File: config.mk
export PLATFORM = sky130hd
export DESIGN_NAME = mem_bus_ctrl_flat
export DESIGN_NICKNAME = d
export VERILOG_FILES = /design/src/rtl/mem_bus_ctrl_pkg.sv /design/src/rtl/mem_bus_ctrl_if.sv /design/src/rtl/mem_bus_ctrl_decode.sv /design/src/rtl/mem_bus_ctrl.sv /design/src/flat_wrapper.sv
export SDC_FILE = /design/constraint.sdc
export NUM_CORES = 1
export LEC_CHECK = 0
export CAP_MARGIN = 40
export CORE_MARGIN = 2
export CORE_UTILIZATION = 38
export DETAILED_ROUTE_END_ITERATION = 10
export PLACE_DENSITY = 0.76
export SYNTH_ARGS = -nofsm -noshare
export SYNTH_HDL_FRONTEND = slang
export SYNTH_HIERARCHICAL = 1
export SYNTH_SLANG_ARGS = --single-unit
export TNS_END_PERCENT = 30
File: constraint.sdc
create_clock -name clk -period 1.6 [get_ports clk]
set_input_delay 0.24 -clock clk [delete_from_list [all_inputs] [get_ports clk]]
set_output_delay 0.24 -clock clk [all_outputs]
set_load 0.01 [all_outputs]
File: src/rtl/mem_bus_ctrl_pkg.sv
// Shared types and default address map for the MEM-side bus sequencer.
package mem_bus_pkg;

  typedef enum logic [1:0] {IDLE, ACCESS, DONE} state_t;

  typedef enum logic [1:0] {RGN_RAM1, RGN_UART, RGN_UNMAP} region_t;

  typedef struct packed {
    logic is_ram1;
    logic is_uart;
    logic rd;
    logic wr;
  } bus_ctrl_t;

  localparam logic [15:0] UART_DATA_ADDR_DEF = 16'hBF00;
  localparam logic [15:0] UART_STAT_ADDR_DEF = 16'hBF01;
  localparam logic [15:0] UNMAP_LO_DEF       = 16'hBF02;
  localparam logic [15:0] UNMAP_HI           = 16'hBFFF;
  localparam int          CNT_W              = 4;

endpackage

File: src/rtl/mem_bus_ctrl_if.sv
// MEM-stage request side and RAM1/UART port-block side of the bus sequencer.
interface mem_bus_ctrl_if;
  logic        mem_read_i;
  logic        mem_write_i;
  logic [15:0] mem_addr_i;
  logic [15:0] mem_wdata_i;
  logic [15:0] ram1res_i;
  logic        is_RAM1_o;
  logic        is_UART_o;
  logic [17:0] addr_o;
  logic [15:0] data_o;
  logic        isread_o;
  logic        iswrite_o;
  logic [15:0] rdata_o;
  logic        stall_o;
  logic        done_o;
  logic        proto_err_o;

  // master: the sequencer itself; slave: the CPU pipeline plus port block
  modport master (
    input  mem_read_i, mem_write_i, mem_addr_i, mem_wdata_i, ram1res_i,
    output is_RAM1_o, is_UART_o, addr_o, data_o, isread_o, iswrite_o,
           rdata_o, stall_o, done_o, proto_err_o
  );

  modport slave (
    output mem_read_i, mem_write_i, mem_addr_i, mem_wdata_i, ram1res_i,
    input  is_RAM1_o, is_UART_o, addr_o, data_o, isread_o, iswrite_o,
           rdata_o, stall_o, done_o, proto_err_o
  );
endinterface

File: src/rtl/mem_bus_ctrl_decode.sv
// Combinational address-to-region decoder; also meant for the fetch side.
module mem_addr_decode
  import mem_bus_pkg::*;
#(
  parameter logic [15:0] UART_DATA_ADDR = UART_DATA_ADDR_DEF,
  parameter logic [15:0] UART_STAT_ADDR = UART_STAT_ADDR_DEF,
  parameter logic [15:0] UNMAP_LO       = UNMAP_LO_DEF
) (
  input  logic [15:0] addr,
  output region_t     rgn
);

  always_comb begin
    rgn = RGN_RAM1;
    if (addr == UART_DATA_ADDR || addr == UART_STAT_ADDR)
      rgn = RGN_UART;
    else if (addr >= UNMAP_LO && addr <= UNMAP_HI)
      rgn = RGN_UNMAP;
  end

endmodule

File: src/rtl/mem_bus_ctrl.sv
// Sequences one MEM-stage load/store onto the RAM1/UART port block,
// holding registered bus controls for ACCESS_CYCLES and stalling meanwhile.
module mem_bus_ctrl
  import mem_bus_pkg::*;
#(
  parameter int unsigned ACCESS_CYCLES  = 1,
  parameter logic [15:0] UART_DATA_ADDR = UART_DATA_ADDR_DEF,
  parameter logic [15:0] UART_STAT_ADDR = UART_STAT_ADDR_DEF,
  parameter logic [15:0] UNMAP_LO       = UNMAP_LO_DEF
) (
  input  logic         clk,
  input  logic         rst,
  mem_bus_ctrl_if.master bus
);

  state_t             state_q, state_d;
  logic [CNT_W-1:0]   cnt_q;
  logic [15:0]        addr_q, wdata_q, rdata_q;
  bus_ctrl_t          ctrl_q;
  region_t            rgn;
  logic               req, is_wr, last;

  mem_addr_decode #(
    .UART_DATA_ADDR (UART_DATA_ADDR),
    .UART_STAT_ADDR (UART_STAT_ADDR),
    .UNMAP_LO       (UNMAP_LO)
  ) u_dec (
    .addr (bus.mem_addr_i),
    .rgn  (rgn)
  );

  assign req   = bus.mem_read_i | bus.mem_write_i;
  assign is_wr = bus.mem_write_i;  // read+write together resolves to a write
  assign last  = (cnt_q == '0);

  always_comb begin
    state_d = state_q;
    unique case (state_q)
      IDLE:    if (req) state_d = (rgn == RGN_UNMAP) ? DONE : ACCESS;
      ACCESS:  if (last) state_d = DONE;
      DONE:    state_d = IDLE;
      default: state_d = IDLE;
    endcase
  end

  always_ff @(posedge clk) begin
    if (rst) begin
      state_q <= IDLE;
      cnt_q   <= '0;
      addr_q  <= '0;
      wdata_q <= '0;
      rdata_q <= '0;
      ctrl_q  <= '0;
    end else begin
      state_q <= state_d;
      unique case (state_q)
        IDLE: if (req) begin
          addr_q  <= bus.mem_addr_i;
          wdata_q <= bus.mem_wdata_i;
          cnt_q   <= CNT_W'(ACCESS_CYCLES - 1);
          if (rgn == RGN_UNMAP) begin
            // unmapped: loads return zero, stores vanish
            if (!is_wr) rdata_q <= '0;
            ctrl_q <= '0;
          end else begin
            ctrl_q <= '{is_ram1: (rgn == RGN_RAM1), is_uart: (rgn == RGN_UART),
                        rd: !is_wr, wr: is_wr};
          end
        end
        ACCESS: begin
          cnt_q <= cnt_q - 1'b1;
          if (last) begin
            if (ctrl_q.rd) rdata_q <= bus.ram1res_i;
            ctrl_q <= '0;
          end
        end
        default: ;
      endcase
    end
  end

  assign bus.is_RAM1_o   = ctrl_q.is_ram1;
  assign bus.is_UART_o   = ctrl_q.is_uart;
  assign bus.isread_o    = ctrl_q.rd;
  assign bus.iswrite_o   = ctrl_q.wr;
  assign bus.addr_o      = {2'b00, addr_q};
  assign bus.data_o      = wdata_q;
  assign bus.rdata_o     = rdata_q;
  // combinational in the request cycle so the pipeline freezes immediately
  assign bus.stall_o     = ((state_q == IDLE) && req && !rst) || (state_q == ACCESS);
  assign bus.done_o      = (state_q == DONE);
  assign bus.proto_err_o = (state_q == IDLE) && bus.mem_read_i && bus.mem_write_i && !rst;

endmodule

File: src/flat_wrapper.sv
// flat-port wrapper written by rule: the top's interface ports become plain ports
module mem_bus_ctrl_flat import mem_bus_pkg::*;
#(
  parameter int unsigned ACCESS_CYCLES  = 1,
  parameter logic [15:0] UART_DATA_ADDR = UART_DATA_ADDR_DEF,
  parameter logic [15:0] UART_STAT_ADDR = UART_STAT_ADDR_DEF,
  parameter logic [15:0] UNMAP_LO       = UNMAP_LO_DEF
)
  (clk, rst, bus_mem_read_i, bus_mem_write_i, bus_mem_addr_i, bus_mem_wdata_i, bus_ram1res_i, bus_is_RAM1_o, bus_is_UART_o, bus_addr_o, bus_data_o, bus_isread_o, bus_iswrite_o, bus_rdata_o, bus_stall_o, bus_done_o, bus_proto_err_o);
  mem_bus_ctrl_if bus_i ();
  input  logic clk;
  input  logic rst;
  input wire logic [$bits(bus_i.mem_read_i)-1:0] bus_mem_read_i;
  input wire logic [$bits(bus_i.mem_write_i)-1:0] bus_mem_write_i;
  input wire logic [$bits(bus_i.mem_addr_i)-1:0] bus_mem_addr_i;
  input wire logic [$bits(bus_i.mem_wdata_i)-1:0] bus_mem_wdata_i;
  input wire logic [$bits(bus_i.ram1res_i)-1:0] bus_ram1res_i;
  output wire logic [$bits(bus_i.is_RAM1_o)-1:0] bus_is_RAM1_o;
  output wire logic [$bits(bus_i.is_UART_o)-1:0] bus_is_UART_o;
  output wire logic [$bits(bus_i.addr_o)-1:0] bus_addr_o;
  output wire logic [$bits(bus_i.data_o)-1:0] bus_data_o;
  output wire logic [$bits(bus_i.isread_o)-1:0] bus_isread_o;
  output wire logic [$bits(bus_i.iswrite_o)-1:0] bus_iswrite_o;
  output wire logic [$bits(bus_i.rdata_o)-1:0] bus_rdata_o;
  output wire logic [$bits(bus_i.stall_o)-1:0] bus_stall_o;
  output wire logic [$bits(bus_i.done_o)-1:0] bus_done_o;
  output wire logic [$bits(bus_i.proto_err_o)-1:0] bus_proto_err_o;
  assign bus_i.mem_read_i = bus_mem_read_i;
  assign bus_i.mem_write_i = bus_mem_write_i;
  assign bus_i.mem_addr_i = bus_mem_addr_i;
  assign bus_i.mem_wdata_i = bus_mem_wdata_i;
  assign bus_i.ram1res_i = bus_ram1res_i;
  assign bus_is_RAM1_o = bus_i.is_RAM1_o;
  assign bus_is_UART_o = bus_i.is_UART_o;
  assign bus_addr_o = bus_i.addr_o;
  assign bus_data_o = bus_i.data_o;
  assign bus_isread_o = bus_i.isread_o;
  assign bus_iswrite_o = bus_i.iswrite_o;
  assign bus_rdata_o = bus_i.rdata_o;
  assign bus_stall_o = bus_i.stall_o;
  assign bus_done_o = bus_i.done_o;
  assign bus_proto_err_o = bus_i.proto_err_o;
  mem_bus_ctrl #(.ACCESS_CYCLES(ACCESS_CYCLES), .UART_DATA_ADDR(UART_DATA_ADDR), .UART_STAT_ADDR(UART_STAT_ADDR), .UNMAP_LO(UNMAP_LO)) u_core (.clk(clk), .rst(rst), .bus(bus_i));
endmodule
# After elaboration in Yosys (flattened, before gate mapping)
# Cells that the tools add are included.
# word_totals
in_bits	52
regBits	58
# classes
n_bitwise	1
reduce_logical	19
n_mux	18
add_sub_neg	1
eq_ne	11
order_cmp	2
# ops
operator	count
16-bit 2-to-1 mux	5
16-bit == test (second input constant)	2
16-bit one-hot mux with 2 select lines	1
16-bit >= comparator (second input constant)	1
16-bit less-or-equal comparator (second input constant)	1
4-bit 2-to-1 mux	4
4-bit one-hot mux with 2 select lines	2
2-bit 2-to-1 mux	5
2-bit by 1-bit inequality test with 1-bit output (second input constant)	4
1-bit logical AND	6
2-bit AND reduction	3
6-bit AND reduction	1
2-bit by 1-bit == test with 1-bit output (second input constant)	2
2-bit == test (second input constant)	2
2-bit zero test	2
4-bit zero test	1
2-bit one-hot mux with 2 select lines	1
4-bit by 1-bit subtractor with 4-bit output (second input constant)	1
3-bit AND reduction	1
1-bit zero test	2
1-bit logical OR	2
2-bit inequality test (second input constant)	1
2-bit nonzero test	1
1-bit bitwise OR	1

# Longest topological paths before layout
# Gate-level depths: netlist of the first run.
# logic_depth
ltp_word	8
depth_mapped	6
depth_no_buf	5

# Hierarchy
# The synthesis of the first run kept the hierarchy.
# modules_own_cells
mod	area_each_um2	cells_per_inst	n_inst
mem_bus_ctrl	2558.7	287	1
mem_addr_decode	52.6	6	1

# Worst setup path before layout of the first run
# OpenSTA, ideal clock, no wires.
# synth_timing
kind	input port to flip-flop
start	input port bus_mem_addr_i[3]
end	register u_core.rdata_q[10] (netlist: u_core/bus.rdata_o[10])
arrival_time_ns	1.534
cell_stages	6
n_path_buf	1
required_ns	1.528
slack_ns	-0.005
cell_sequence	nor4_2 > and4bb_1 > nor2b_1 > a32oi_4 > buf_6 > mux2i_1
# synth_between
word_cells_on_any_way	11
classes_between	2 x order compare; 4 x eq/ne; 2 x mux; 3 x reduce/logical
# synth_lines
item	line	text
start: declaration	flat_wrapper.sv:15	input wire logic [$bits(bus_i.mem_addr_i)-1:0] bus_mem_addr_i;
16-bit == test	mem_bus_ctrl_decode.sv:15	if (addr == UART_DATA_ADDR || addr == UART_STAT_ADDR)
1-bit logical OR (*)	mem_bus_ctrl_decode.sv:15	
2-bit 2-to-1 mux (*)	mem_bus_ctrl_decode.sv:15	
named net u_core.rgn[0]	mem_bus_ctrl.sv:20	region_t rgn;
2-bit == test (*)	mem_bus_ctrl.sv:61	if (rgn == RGN_UNMAP) begin
2-bit by 1-bit inequality test with 1-bit output (no line) (*)	n/a	
6-bit AND reduction (no line) (*)	n/a	
end signal: assignment	mem_bus_ctrl.sv:73	if (ctrl_q.rd) rdata_q <= bus.ram1res_i;
end: declaration	mem_bus_ctrl.sv:18	logic [15:0] addr_q, wdata_q, rdata_q;
# Mark *: on every way through the listed nets, which the timed path passes. The rest lies on a longest branch.
# A chain may end at the register's enable or synchronous reset.

# Worst setup path after layout of the first run
# layout_timing
start	input port bus_mem_addr_i[14]
end	register u_core.rdata_q[15] (netlist: u_core/bus.rdata_o[15])
# The elaborated chain is that of the path after synthesis.

==> results.json, run 1 <==
{
  "status": "completed",
  "cts_root_buf": "clkbuf_8",
  "layout_common_cells": "clkdlybuf4s50_1, dfxtp_1, nand3_1, o21ai_0, a21oi_1",
  "crit_type": "input port to register",
  "avgViaCountPerCell": 5.29,
  "nets": 460,
  "min-delay-start": "bus_mem_addr_i[2]",
  "grt_max_degree": 66,
  "p_per_area_nw_per_um2": 970,
  "totalWireLength_um": 7520,
  "crit_family": "simple AND/OR/NAND/NOR gates",
  "vias": 2595,
  "path_max_fanout": 8,
  "setup_tns_ps": 0,
  "grt_first_pass_wirelength_um": 12000,
  "crit-reg2reg-capture": "u_core/bus.is_UART_o",
  "cp-startpoint": "bus_mem_addr_i[14]",
  "min_path_type": "input port to register",
  "worstPathCellList": "dlygate4sd2_1 > nand4b_1 > and4bb_2 > nor2b_4 > a32oi_4 > buf_12 > mux2i_1",
  "drcViolationCount": 0,
  "grt_pass1_vias": 2575,
  "cts_tree": "yes",
  "drt_iter0_markers": 118,
  "place_congestion": 0.793,
  "core-area_um2": 6720,
  "grt_overflow": 0,
  "setup_viol": 0,
  "timing.final.crit_share_pct": 96.0,
  "timing.fmax_ghz": 0.651,
  "die_h_um": 86.9,
  "synth_seq_cells": 58,
  "crit_required_ps": 1850,
  "clk_latency_ps": 330,
  "syn_area_per_cell_um2": 8.91,
  "yosysWarningCount": 6,
  "path_clk_slew_ps": 60,
  "max_cap_viol_count": 0,
  "relSlewSlack_pct": 61.8,
  "crit_slowest_cell": "and4bb_2",
  "ff2ff_path_depth": 6,
  "crit_arrival_ps": 1780,
  "cts_buffer_depth": 2,
  "seq_area_frac_synth_pct": 44.5,
  "clock-sinks": 58,
  "p_leak_nw": 1.61,
  "io_pins": 109,
  "slew_viol_final": 0,
  "rsz0062_at_grt": "false",
  "grt_usage_pct": 20.4,
  "cts_hold_buf": 0,
  "n_antenna_cell": 0,
  "die_area_um2": 7550,
  "report.final.hold_viol_count": 0,
  "hold_end": "u_core/addr_q[2]",
  "htreeDepth": 3,
  "drive_gt1_share_pct": 15.6,
  "areaGrowthSynthToFinish_pct": 56.5,
  "io_buffer_count": 106,
  "reg2reg_slack_ps": 80,
  "reg2reg_from": "u_core/cnt_q[0]",
  "netlist_instances": 293,
  "fp.dieW_um": 86.9,
  "critPathBufInv": 2,
  "tightest_slew_ps": 573,
  "worstSetupEndpointType": "register",
  "place_area_um2": 3850,
  "start_util_pct": 38.9,
  "wl_per_cell_um": 15.3,
  "hold_depth": 3,
  "dr.pass1.iters": 4,
  "dp_hpwl_um": 5090,
  "max_stage_delay_ps": 380,
  "ys_types": 37,
  "cts_buffers": 9,
  "antenna_found_initial": 0,
  "final_cell_area_um2": 4090,
  "fin_worst_skew_ps": 8.33,
  "num_rows": 30,
  "synth_area_um2": 2610,
  "ant_nets": 0,
  "startpoint_type": "input port",
  "irDropWorstVdd_mv": 0.574,
  "final_common_cell": "clkdlybuf4s50_1",
  "fin_crit_ps": 1540
}
==> cell type report <==
| class | count | area (um2) |
|---|---|---|
| tap | 80 | 100 |
| multi-input combinational | 205 | 1350 |
| clock inverter | 2 | 35.0 |
| inverter | 2 | 7.51 |
| fill | 603 | 2630 |
| timing repair buffer | 130 | 1260 |
| clock buffer | 14 | 163 |
| sequential | 58 | 1160 |
==> synthesized netlist by cell type <==
| library cell | number | area [um2] |
|---|---|---|
| nand3_1 | 36 | 180 |
| xor2_1 | 1 | 8.76 |
| or3_1 | 3 | 18.8 |
| nand2b_1 | 21 | 131 |
| conb_1 | 1 | 3.75 |
| nor2b_1 | 3 | 18.8 |
| nor3_1 | 3 | 15.0 |
| nand3b_1 | 18 | 135 |
| ha_1 | 2 | 25.0 |
| a21oi_1 | 35 | 175 |
| dfxtp_1 | 58 | 1160 |
| a211oi_1 | 3 | 22.5 |
| mux2i_1 | 18 | 180 |
| buf_4 | 2 | 15.0 |
| or3b_4 | 1 | 11.3 |
| nor4b_4 | 1 | 23.8 |
| o31ai_1 | 1 | 7.51 |
| a211oi_2 | 1 | 12.5 |
| nor3b_1 | 2 | 15.0 |
| nand2_1 | 3 | 11.3 |
| o211ai_1 | 1 | 7.51 |
| a32oi_4 | 1 | 27.5 |
| or2_1 | 1 | 6.26 |
| nand4b_1 | 1 | 8.76 |
| a31oi_1 | 2 | 12.5 |
| a32oi_1 | 1 | 8.76 |
| buf_2 | 7 | 35.0 |
| buf_6 | 2 | 22.5 |
| and4bb_1 | 1 | 12.5 |
| nor4_2 | 1 | 12.5 |
| inv_1 | 2 | 7.51 |
| clkbuf_1 | 18 | 67.6 |
| or2_2 | 1 | 6.26 |
| nor2_1 | 3 | 11.3 |
| nand4_1 | 1 | 6.26 |
| o21ai_0 | 36 | 180 |
| nor2_2 | 1 | 6.26 |
==> metrics by stage <==
stage	setup slack (ps)	hold WS (ps)	power, mW	std cells	utilization, %
2_1_floorplan	15.8	388	2.12	294	-
3_5_place_dp	-462	466	2.64	473	57.3
4_1_cts	-14.9	297	3.99	491	60.6
3_3_place_gp	-395	460	2.62	473	57.3
5_1_grt	2.53	181	4.16	491	60.8
6_report	64.8	190	3.96	491	60.8
==> how the worst max path moves through the flow <==
stage / endpoint / slack, ps / depth (start not counted)
global placement: u_core/bus.rdata_o[15] / -400 / 7
CTS: u_core/bus.rdata_o[15] / -10 / 7
global route: u_core/bus.is_UART_o / 3 / 6
floorplan: u_core/bus.rdata_o[10] / 20 / 6
finish: u_core/bus.rdata_o[15] / 60 / 7
detailed placement: u_core/bus.rdata_o[15] / -460 / 7
==> report_power, final <==
group / total [mW] / switching [mW] / internal (mW)
sequential: 1.62 / 0.0602 / 1.56
combinational: 0.994 / 0.478 / 0.516
clock: 1.35 / 0.549 / 0.804
total: 3.96 / 1.09 / 2.88
==> timing repair <==
item | in CTS | in global routing
gates resized for setup | 30 | 15
endpoints found under the setup margin | 21 | 23
gates cloned | 1 | 0
pin swaps | 6 | 7
hold endpoints to repair | 0 | 0
buffers inserted | 1 | 0
==> kinds of logic after synthesis <==
kind of cell               share of synthesized area (%)
and+or+nand+nor                                     24.1
AOI/OAI and AO/OA                                   17.4
DFF                                                 44.5
buffers and inverters                               5.65
muxes                                               6.90
adders and majority gates                          0.958
other                                              0.144
xor gates and xnor gates                           0.335
==> flip-flops by register name, indices dropped and copies added (netlist names) <==
| signal | cells |
|---|---|
| u_core/addr_q | 16 |
| u_core/bus.data_o | 16 |
| u_core/bus.rdata_o | 16 |
| u_core/cnt_q | 4 |
| u_core/state_q | 2 |
| u_core/bus.is_RAM1_o | 1 |
| u_core/bus.is_UART_o | 1 |
| u_core/bus.isread_o | 1 |
| u_core/bus.iswrite_o | 1 |
==> worst min-delay path: cells and delay by family <==
kind | cells | cell delay [ps]
compound gates | 1 | 50
buf+inv | 1 | 110
simple gates | 1 | 70
==> routing by layer <==
layer  vias to the layer above  part of all wire [%]  wire length, um  track usage (%)
met5                         -                     0                0                0
met3                         7                    11              823             9.76
met1                      1219                    40             3020             23.4
met4                         0                   1.0               77             7.24
met2                       101                    48             3590             33.2
li1                       1268                     -                -                -
No activity file was read; power rests on OpenSTA's default activity.
==> run 2: changes to the inputs <==
--- a/config.mk
+++ b/config.mk
@@ -10,6 +10,7 @@
 export CORE_UTILIZATION = 38
 export DETAILED_ROUTE_END_ITERATION = 10
 export PLACE_DENSITY = 0.76
+export SLEW_MARGIN = 5
 export SYNTH_ARGS = -nofsm -noshare
 export SYNTH_HDL_FRONTEND = slang
 export SYNTH_HIERARCHICAL = 1
==> results of run 2 <==
The final DEF is identical to that of run 1; final timing and power are the same.
